===== config.mk =====
export PLATFORM = sky130hd
export DESIGN_NAME = edge_event_detector
export DESIGN_NICKNAME = d
export VERILOG_FILES = /design/src/rtl/edge_det_pkg.sv /design/src/rtl/edge_det_channel.sv /design/src/rtl/edge_event_detector.sv
export SDC_FILE = /design/constraint.sdc
export NUM_CORES = 1
export LEC_CHECK = 0
export ABC_AREA = 1
export BUFFER_PORTS_ARGS = -buffer_cell sky130_fd_sc_hd__buf_2
export CAP_MARGIN = 20
export CORE_MARGIN = 2
export CORE_UTILIZATION = 56
export DETAILED_ROUTE_END_ITERATION = 7
export GPL_ROUTABILITY_DRIVEN = 0
export PLACE_DENSITY = 0.83
export RECOVER_POWER = 50
export SETUP_SLACK_MARGIN = 0.4
export SLEW_MARGIN = 20
export SYNTH_ARGS = -nofsm -noshare
export SYNTH_HDL_FRONTEND = slang
export SYNTH_SLANG_ARGS = --single-unit
export TNS_END_PERCENT = 100

===== constraint.sdc =====
create_clock -name clk -period 1.9 [get_ports clk]
set_input_delay 0.38 -clock clk [delete_from_list [all_inputs] [get_ports clk]]
set_output_delay 0.38 -clock clk [all_outputs]
set_load 0.05 [all_outputs]

===== src/rtl/edge_det_pkg.sv =====
// rtl/edge_det_pkg.sv - shared types and helpers for the edge event detector
// Mode encoding and the saturating increment used by every channel counter.
package edge_det_pkg;

   typedef enum logic [1:0] {
      DET_POS   = 2'b00,
      DET_NEG   = 2'b01,
      DET_ANY   = 2'b10,
      DET_LEVEL = 2'b11
   } det_mode_e;

   function automatic logic [31:0] sat_inc(input logic [31:0] v, input int unsigned w);
      logic [31:0] top;
      top = (w >= 32) ? '1 : ((32'd1 << w) - 32'd1);
      return (v == top) ? v : v + 32'd1;
   endfunction

endpackage


===== src/rtl/edge_det_channel.sv =====
// rtl/edge_det_channel.sv - one channel: synchroniser, optional filter, detect, pending, count
// Glitch filter present only when EDGE_DET_FILTER_EN is defined.
module edge_det_channel
   import edge_det_pkg::*;
#(
   parameter int CW          = 8,
   parameter int SYNC_STAGES = 2
`ifdef EDGE_DET_FILTER_EN
   ,
   parameter int FILTER_LEN  = 3
`endif
) (
   input  logic          clk,
   input  logic          rst_n,
   input  logic          inp,
   input  logic          en,
   input  logic [1:0]    mode,
   input  logic          clr,
   input  logic          arm,
   output logic          pending,
   output logic [CW-1:0] count
);

   logic [SYNC_STAGES-1:0] sync_q;
   logic                   s;
   logic                   prev_q;
   logic                   pending_q, pending_d;
   logic [CW-1:0]          count_q, count_d;
   logic                   hit;
   logic                   ev;

   always_ff @(posedge clk or negedge rst_n) begin
      if (!rst_n) begin
         sync_q <= '0;
      end else begin
         sync_q <= {sync_q[SYNC_STAGES-2:0], inp};
      end
   end

`ifdef EDGE_DET_FILTER_EN
   localparam int FW = (FILTER_LEN > 1) ? $clog2(FILTER_LEN) : 1;
   localparam logic [FW-1:0] FMAX = FW'(FILTER_LEN - 1);

   logic          s_q, s_d;
   logic [FW-1:0] fcnt_q, fcnt_d;

   // fcnt_q counts consecutive cycles the synchroniser disagrees with s
   always_comb begin
      s_d    = s_q;
      fcnt_d = fcnt_q;
      if (sync_q[SYNC_STAGES-1] == s_q) begin
         fcnt_d = '0;
      end else if (fcnt_q == FMAX) begin
         s_d    = sync_q[SYNC_STAGES-1];
         fcnt_d = '0;
      end else begin
         fcnt_d = fcnt_q + 1'b1;
      end
   end

   always_ff @(posedge clk or negedge rst_n) begin
      if (!rst_n) begin
         s_q    <= 1'b0;
         fcnt_q <= '0;
      end else begin
         s_q    <= s_d;
         fcnt_q <= fcnt_d;
      end
   end

   assign s = s_q;
`else
   assign s = sync_q[SYNC_STAGES-1];
`endif

   always_comb begin
      hit = 1'b0;
      case (det_mode_e'(mode))
         DET_POS:   hit = s & ~prev_q;
         DET_NEG:   hit = ~s & prev_q;
         DET_ANY:   hit = s ^ prev_q;
         DET_LEVEL: hit = s;
         default:   hit = 1'b0;
      endcase
   end

   assign ev = arm & en & hit;

   always_comb begin
      pending_d = pending_q;
      count_d   = count_q;
      if (clr && ev) begin
         pending_d = 1'b1;
         count_d   = CW'(1);
      end else if (clr) begin
         pending_d = 1'b0;
         count_d   = '0;
      end else if (ev) begin
         pending_d = 1'b1;
         count_d   = CW'(sat_inc(32'(count_q), CW));
      end
   end

   always_ff @(posedge clk or negedge rst_n) begin
      if (!rst_n) begin
         prev_q    <= 1'b0;
         pending_q <= 1'b0;
         count_q   <= '0;
      end else begin
         prev_q    <= s;
         pending_q <= pending_d;
         count_q   <= count_d;
      end
   end

   assign pending = pending_q;
   assign count   = count_q;

endmodule


===== src/rtl/edge_event_detector.sv =====
// rtl/edge_event_detector.sv - multi-channel edge/level event detector with sticky flags and counters
// Define EDGE_DET_FILTER_EN to insert a per-channel glitch filter of FILTER_LEN cycles.
module edge_event_detector
   import edge_det_pkg::*;
#(
   parameter int CH          = 4,
   parameter int CW          = 8,
   parameter int SYNC_STAGES = 2,
   parameter int FILTER_LEN  = 3
) (
   input  logic              clk,
   input  logic              rst_n,
   input  logic [CH-1:0]     inp,
   input  logic [CH-1:0]     en,
   input  logic [2*CH-1:0]   mode,
   input  logic [CH-1:0]     clr,
   output logic [CH-1:0]     pending,
   output logic [CH*CW-1:0]  count,
   output logic              irq
);

`ifdef EDGE_DET_FILTER_EN
   localparam int FILT_LAT = FILTER_LEN;
`else
   // FILTER_LEN has no effect without the filter
   localparam int FILT_LAT = 0 * FILTER_LEN;
`endif
   localparam int WARM = SYNC_STAGES + FILT_LAT + 1;
   localparam int WW   = $clog2(WARM + 1);
   localparam logic [WW-1:0] WARM_END = WW'(WARM);

   logic [WW-1:0] warm_q, warm_d;
   logic          arm;

   assign arm    = (warm_q == WARM_END);
   assign warm_d = arm ? warm_q : warm_q + 1'b1;

   always_ff @(posedge clk or negedge rst_n) begin
      if (!rst_n) begin
         warm_q <= '0;
      end else begin
         warm_q <= warm_d;
      end
   end

   for (genvar i = 0; i < CH; i++) begin : g_ch
      edge_det_channel #(
         .CW          (CW),
         .SYNC_STAGES (SYNC_STAGES)
`ifdef EDGE_DET_FILTER_EN
         ,
         .FILTER_LEN  (FILTER_LEN)
`endif
      ) u_ch (
         .clk     (clk),
         .rst_n   (rst_n),
         .inp     (inp[i]),
         .en      (en[i]),
         .mode    (mode[2*i +: 2]),
         .clr     (clr[i]),
         .arm     (arm),
         .pending (pending[i]),
         .count   (count[CW*i +: CW])
      );
   end

   assign irq = |pending;

endmodule


==> impl_metrics.sql <==
INSERT INTO impl_metrics (metric_group, metric, value, unit) VALUES
('yosys', 'synthTopCellsByArea', 'sky130_fd_sc_hd__dfrtp_1 41%, sky130_fd_sc_hd__nand2_1 16%, sky130_fd_sc_hd__nand3_1 10%', ''),
('cells_and_area', 'antennaDiodeCount', '0', ''),
('sta', 'setup_repair_after_global_routing_missed_its_margin', 'true', ''),
('yosys', 'ys_seq_area_share', '40.7', '%'),
('worst_setup_path', 'critPathMaxStageDelay', '0.43', 'ns'),
('sta', 'timing.slew.headroom', '25.1', '%'),
('yosys', 'synth_most_common_cell', 'sky130_fd_sc_hd__nand2_1', ''),
('floorplanning', 'floorplan_die_area', '6090', 'sq um'),
('worst_setup_path', 'cp_max_fo', '8', ''),
('cells_and_area', 'design.final.nets', '507', ''),
('yosys', 'synth_nets', '437', ''),
('yosys', 'netlist.top_cell.by_area', 'sky130_fd_sc_hd__dfrtp_1', ''),
('pwr', 'power.switching', '0.769', 'mW'),
('run', 'drv.max_cap_violation_count', '0', ''),
('worst_setup_path', 'rr_worst_depth', '9', ''),
('route', 'drc_violation_total_after_the_first_tritonroute_iteration', '158', ''),
('floorplanning', 'io_pins', '59', ''),
('yosys', 'async_set_or_reset_flop_fraction_in_the_synthesized_netlist', '100', '%'),
('sta', 'period_needed', '1.59', 'ns'),
('global_route', 'via_count_of_the_first_global_routing_pass', '2561', ''),
('clocking', 'clock_tree.buffer_depth', '2', ''),
('sta', 'finalCritPeriodShare', '83.9', '%'),
('floorplanning', 'start_util', '59.0', '%'),
('sta', 'final.setup.tns', '0', 'ns'),
('clocking', 'clock-sinks', '50', ''),
('route', 'routed_wl', '6960', 'um'),
('cells_and_area', 'finish.instance_area', '3790', 'sq um'),
('yosys', 'syn-instance-count', '402', ''),
('global_route', 'grt_max_degree', '33', ''),
('sta', 'timing.final.max_slew_violations', '0', ''),
('clocking', 'cts_hold_buf', '0', ''),
('yosys', 'synth_flop_cell', 'sky130_fd_sc_hd__dfrtp_1', ''),
('clocking', 'tritoncts', 'done', ''),
('placement', 'port_buffers', '58', ''),
('route', 'wl_per_cell', '12.8', 'um'),
('worst_setup_path', 'critical_path.cell_chain', 'ha_1, inv_2, nand2_1, nand3_1, nand3b_1, nand2_4, nand2_4, nand2_2, nand2_1', ''),
('min_path', 'min-delay-path-class', 'in2reg', ''),
('global_route', 'grt_pass1_wl', '11400', 'um'),
('global_route', 'antenna_found_initial', '0', ''),
('yosys', 'yosys.cell_types.count', '28', ''),
('clocking', 'cts-htree-levels', '2', ''),
('route', 'detailroute.via_count', '2840', ''),
('yosys', 'ys_top_cells_by_count', '129 x sky130_fd_sc_hd__nand2_1, 62 x sky130_fd_sc_hd__nand3_1, 50 x sky130_fd_sc_hd__dfrtp_1, 50 x sky130_fd_sc_hd__inv_1, 30 x sky130_fd_sc_hd__nor2_1', ''),
('sta', 'tightestPinTransition', '1.12', 'ns'),
('global_route', 'grt.total_usage', '23.0', '%'),
('clocking', 'numCtsBuffers', '5', ''),
('route', 'number_of_detailed_route_iterations_in_the_first_pass', '4', ''),
('worst_setup_path', 'r2r_setup_slack', '0.31', 'ns'),
('floorplanning', 'placementRows', '26', ''),
('sta', 'finalHoldViolations', '0', ''),
('placement', 'detailed_place_hpwl', '4760', 'um'),
('yosys', 'post_synth_instance_area', '3070', 'sq um'),
('pwr', 'power_switching_share', '31.4', '%'),
('worst_setup_path', 'critical_path.slowest_cell', 'sky130_fd_sc_hd__dfrtp_1', ''),
('route', 'avgViaCountPerCell', '5.23', ''),
('floorplanning', 'die_width', '78.1', 'um'),
('sta', 'final-setup-viol-count', '0', ''),
('pwr', 'p_int', '1.68', 'mW'),
('pwr', 'power.density_cell_area', '647', 'nW/um^2'),
('yosys', 'synth.yosys.warnings', '0', ''),
('pwr', 'totalPowerFinal', '2.45', 'mW'),
('status', 'run_status', 'complete, no violations', ''),
('pwr', 'ir_worst_vdd', '0.347', 'mV'),
('cells_and_area', 'syn_to_final_growth', '23.3', '%'),
('sta', 'finClkSkew', '0.00285', 'ns'),
('pwr', 'seq_power_share', '48.2', '%'),
('worst_setup_path', 'crit_type', 'reg2reg', ''),
('clocking', 'clk_root_buffer_cell', 'sky130_fd_sc_hd__clkbuf_8', ''),
('yosys', 'portion_of_synthesized_cell_area_occupied_by_the_leading_cell_type', '40.7', '%'),
('placement', 'dpl_cell_area', '3440', 'sq um'),
('cells_and_area', 'drive_above_1_share', '30.7', '%');
logic make-up (layout without fill, tap and decap cells):
group | after synthesis | after routing | share of synthesized area (%)
xor+xnor | 10 | 10 | 2.85
simple gates | 261 | 262 | 41.1
buf+inv | 59 | 129 | 8.06
compound gates | 8 | 8 | 1.59
mux | 1 | 1 | 0.367
fa+ha+maj | 13 | 13 | 5.30
flops | 50 | 50 | 40.7
power by group through the flow:
stage | Combinational [mW] | Sequential [mW] | Clock [mW]
after global placement | 0.446 | 1.19 | 0
after global routing | 0.570 | 1.19 | 0.816
final | 0.526 | 1.18 | 0.743
after detailed placement | 0.459 | 1.20 | 0
after floorplan | 0.244 | 1.28 | 0
after CTS | 0.468 | 1.18 | 0.767
path summary, 6_finish.rpt:
path,startpoint,end
worst max-delay path,g_ch[3].u_ch.sync_q[1],g_ch[3].u_ch.count[6]
worst max register to register,g_ch[3].u_ch.sync_q[1],g_ch[3].u_ch.count[6]
max in group asynchronous,rst_n,g_ch[0].u_ch.count[0]
min in group asynchronous,rst_n,g_ch[2].u_ch.count[7]
worst min-delay path,inp[2],g_ch[2].u_ch.sync_q[0]
worst min register to register,g_ch[1].u_ch.sync_q[0],g_ch[1].u_ch.sync_q[1]
critical path: cells and delay by family (launching register included):
| kind | cells | cell delay, ns |
|---|---|---|
| adders and majority gates | 1 | 0.34 |
| buffers and inverters | 1 | 0.06 |
| DFF | 1 | 0.43 |
| and+or+nand+nor | 7 | 0.67 |
flip-flops by register name, summed over array words and instances, names as in the netlist:
register / flops
g_ch.u_ch.prev_q: 4
warm_q: 2
g_ch.u_ch.count: 32
g_ch.u_ch.sync_q: 8
g_ch.u_ch.pending: 4
what timing repair did:
item,4_1_cts,5_1_grt
cloned,0,1
gates resized for setup,2,56
endpoints found under the setup margin,10,38
setup buffers,2,9
pin swaps,6,16
cell usage in the layout, fill, tap and decap left out, drive strengths merged:
master / n
nand2: 141
nand3: 66
buf: 62
inv: 51
dfrtp: 50
nor2: 36
clkbuf: 15
ha: 13
nand3b: 11
xor2: 7
o21ai: 4
nand4: 3
nor3b: 3
xnor2: 3
nor3: 2
o21bai: 2
a21oi: 1
a31o: 1
mux2: 1
bufinv: 1
stage by stage:
stage | worst slack (ns) | instances | hold slack, ns
after global placement | 0.459 | 523 | 0.332
after detailed placement | 0.401 | 523 | 0.337
after floorplan | 0.408 | 402 | 0.0844
after CTS | 0.362 | 533 | 0.0283
final | 0.305 | 543 | 0.177
after global routing | 0.208 | 543 | 0.154
layout make-up:
class	count	area, sq um
well taps	70	87.6
multi-input cells	294	1710
clock inverters	1	30.0
flip-flops and latches	50	1260
repair buffers	70	427
fillers	432	1420
inverters	51	194
clock buffers	7	76.3
layer usage:
| layer | track usage (%) | wire length, um | share of wire, % |
|---|---|---|---|
| met1 | 31.4 | 3160 | 45 |
| met2 | 37.6 | 3340 | 48 |
| met3 | 4.02 | 339 | 4.9 |
| met4 | 6.84 | 115 | 1.7 |
| met5 | 0 | 0 | 0 |
Power figures use the tool's default switching activity.
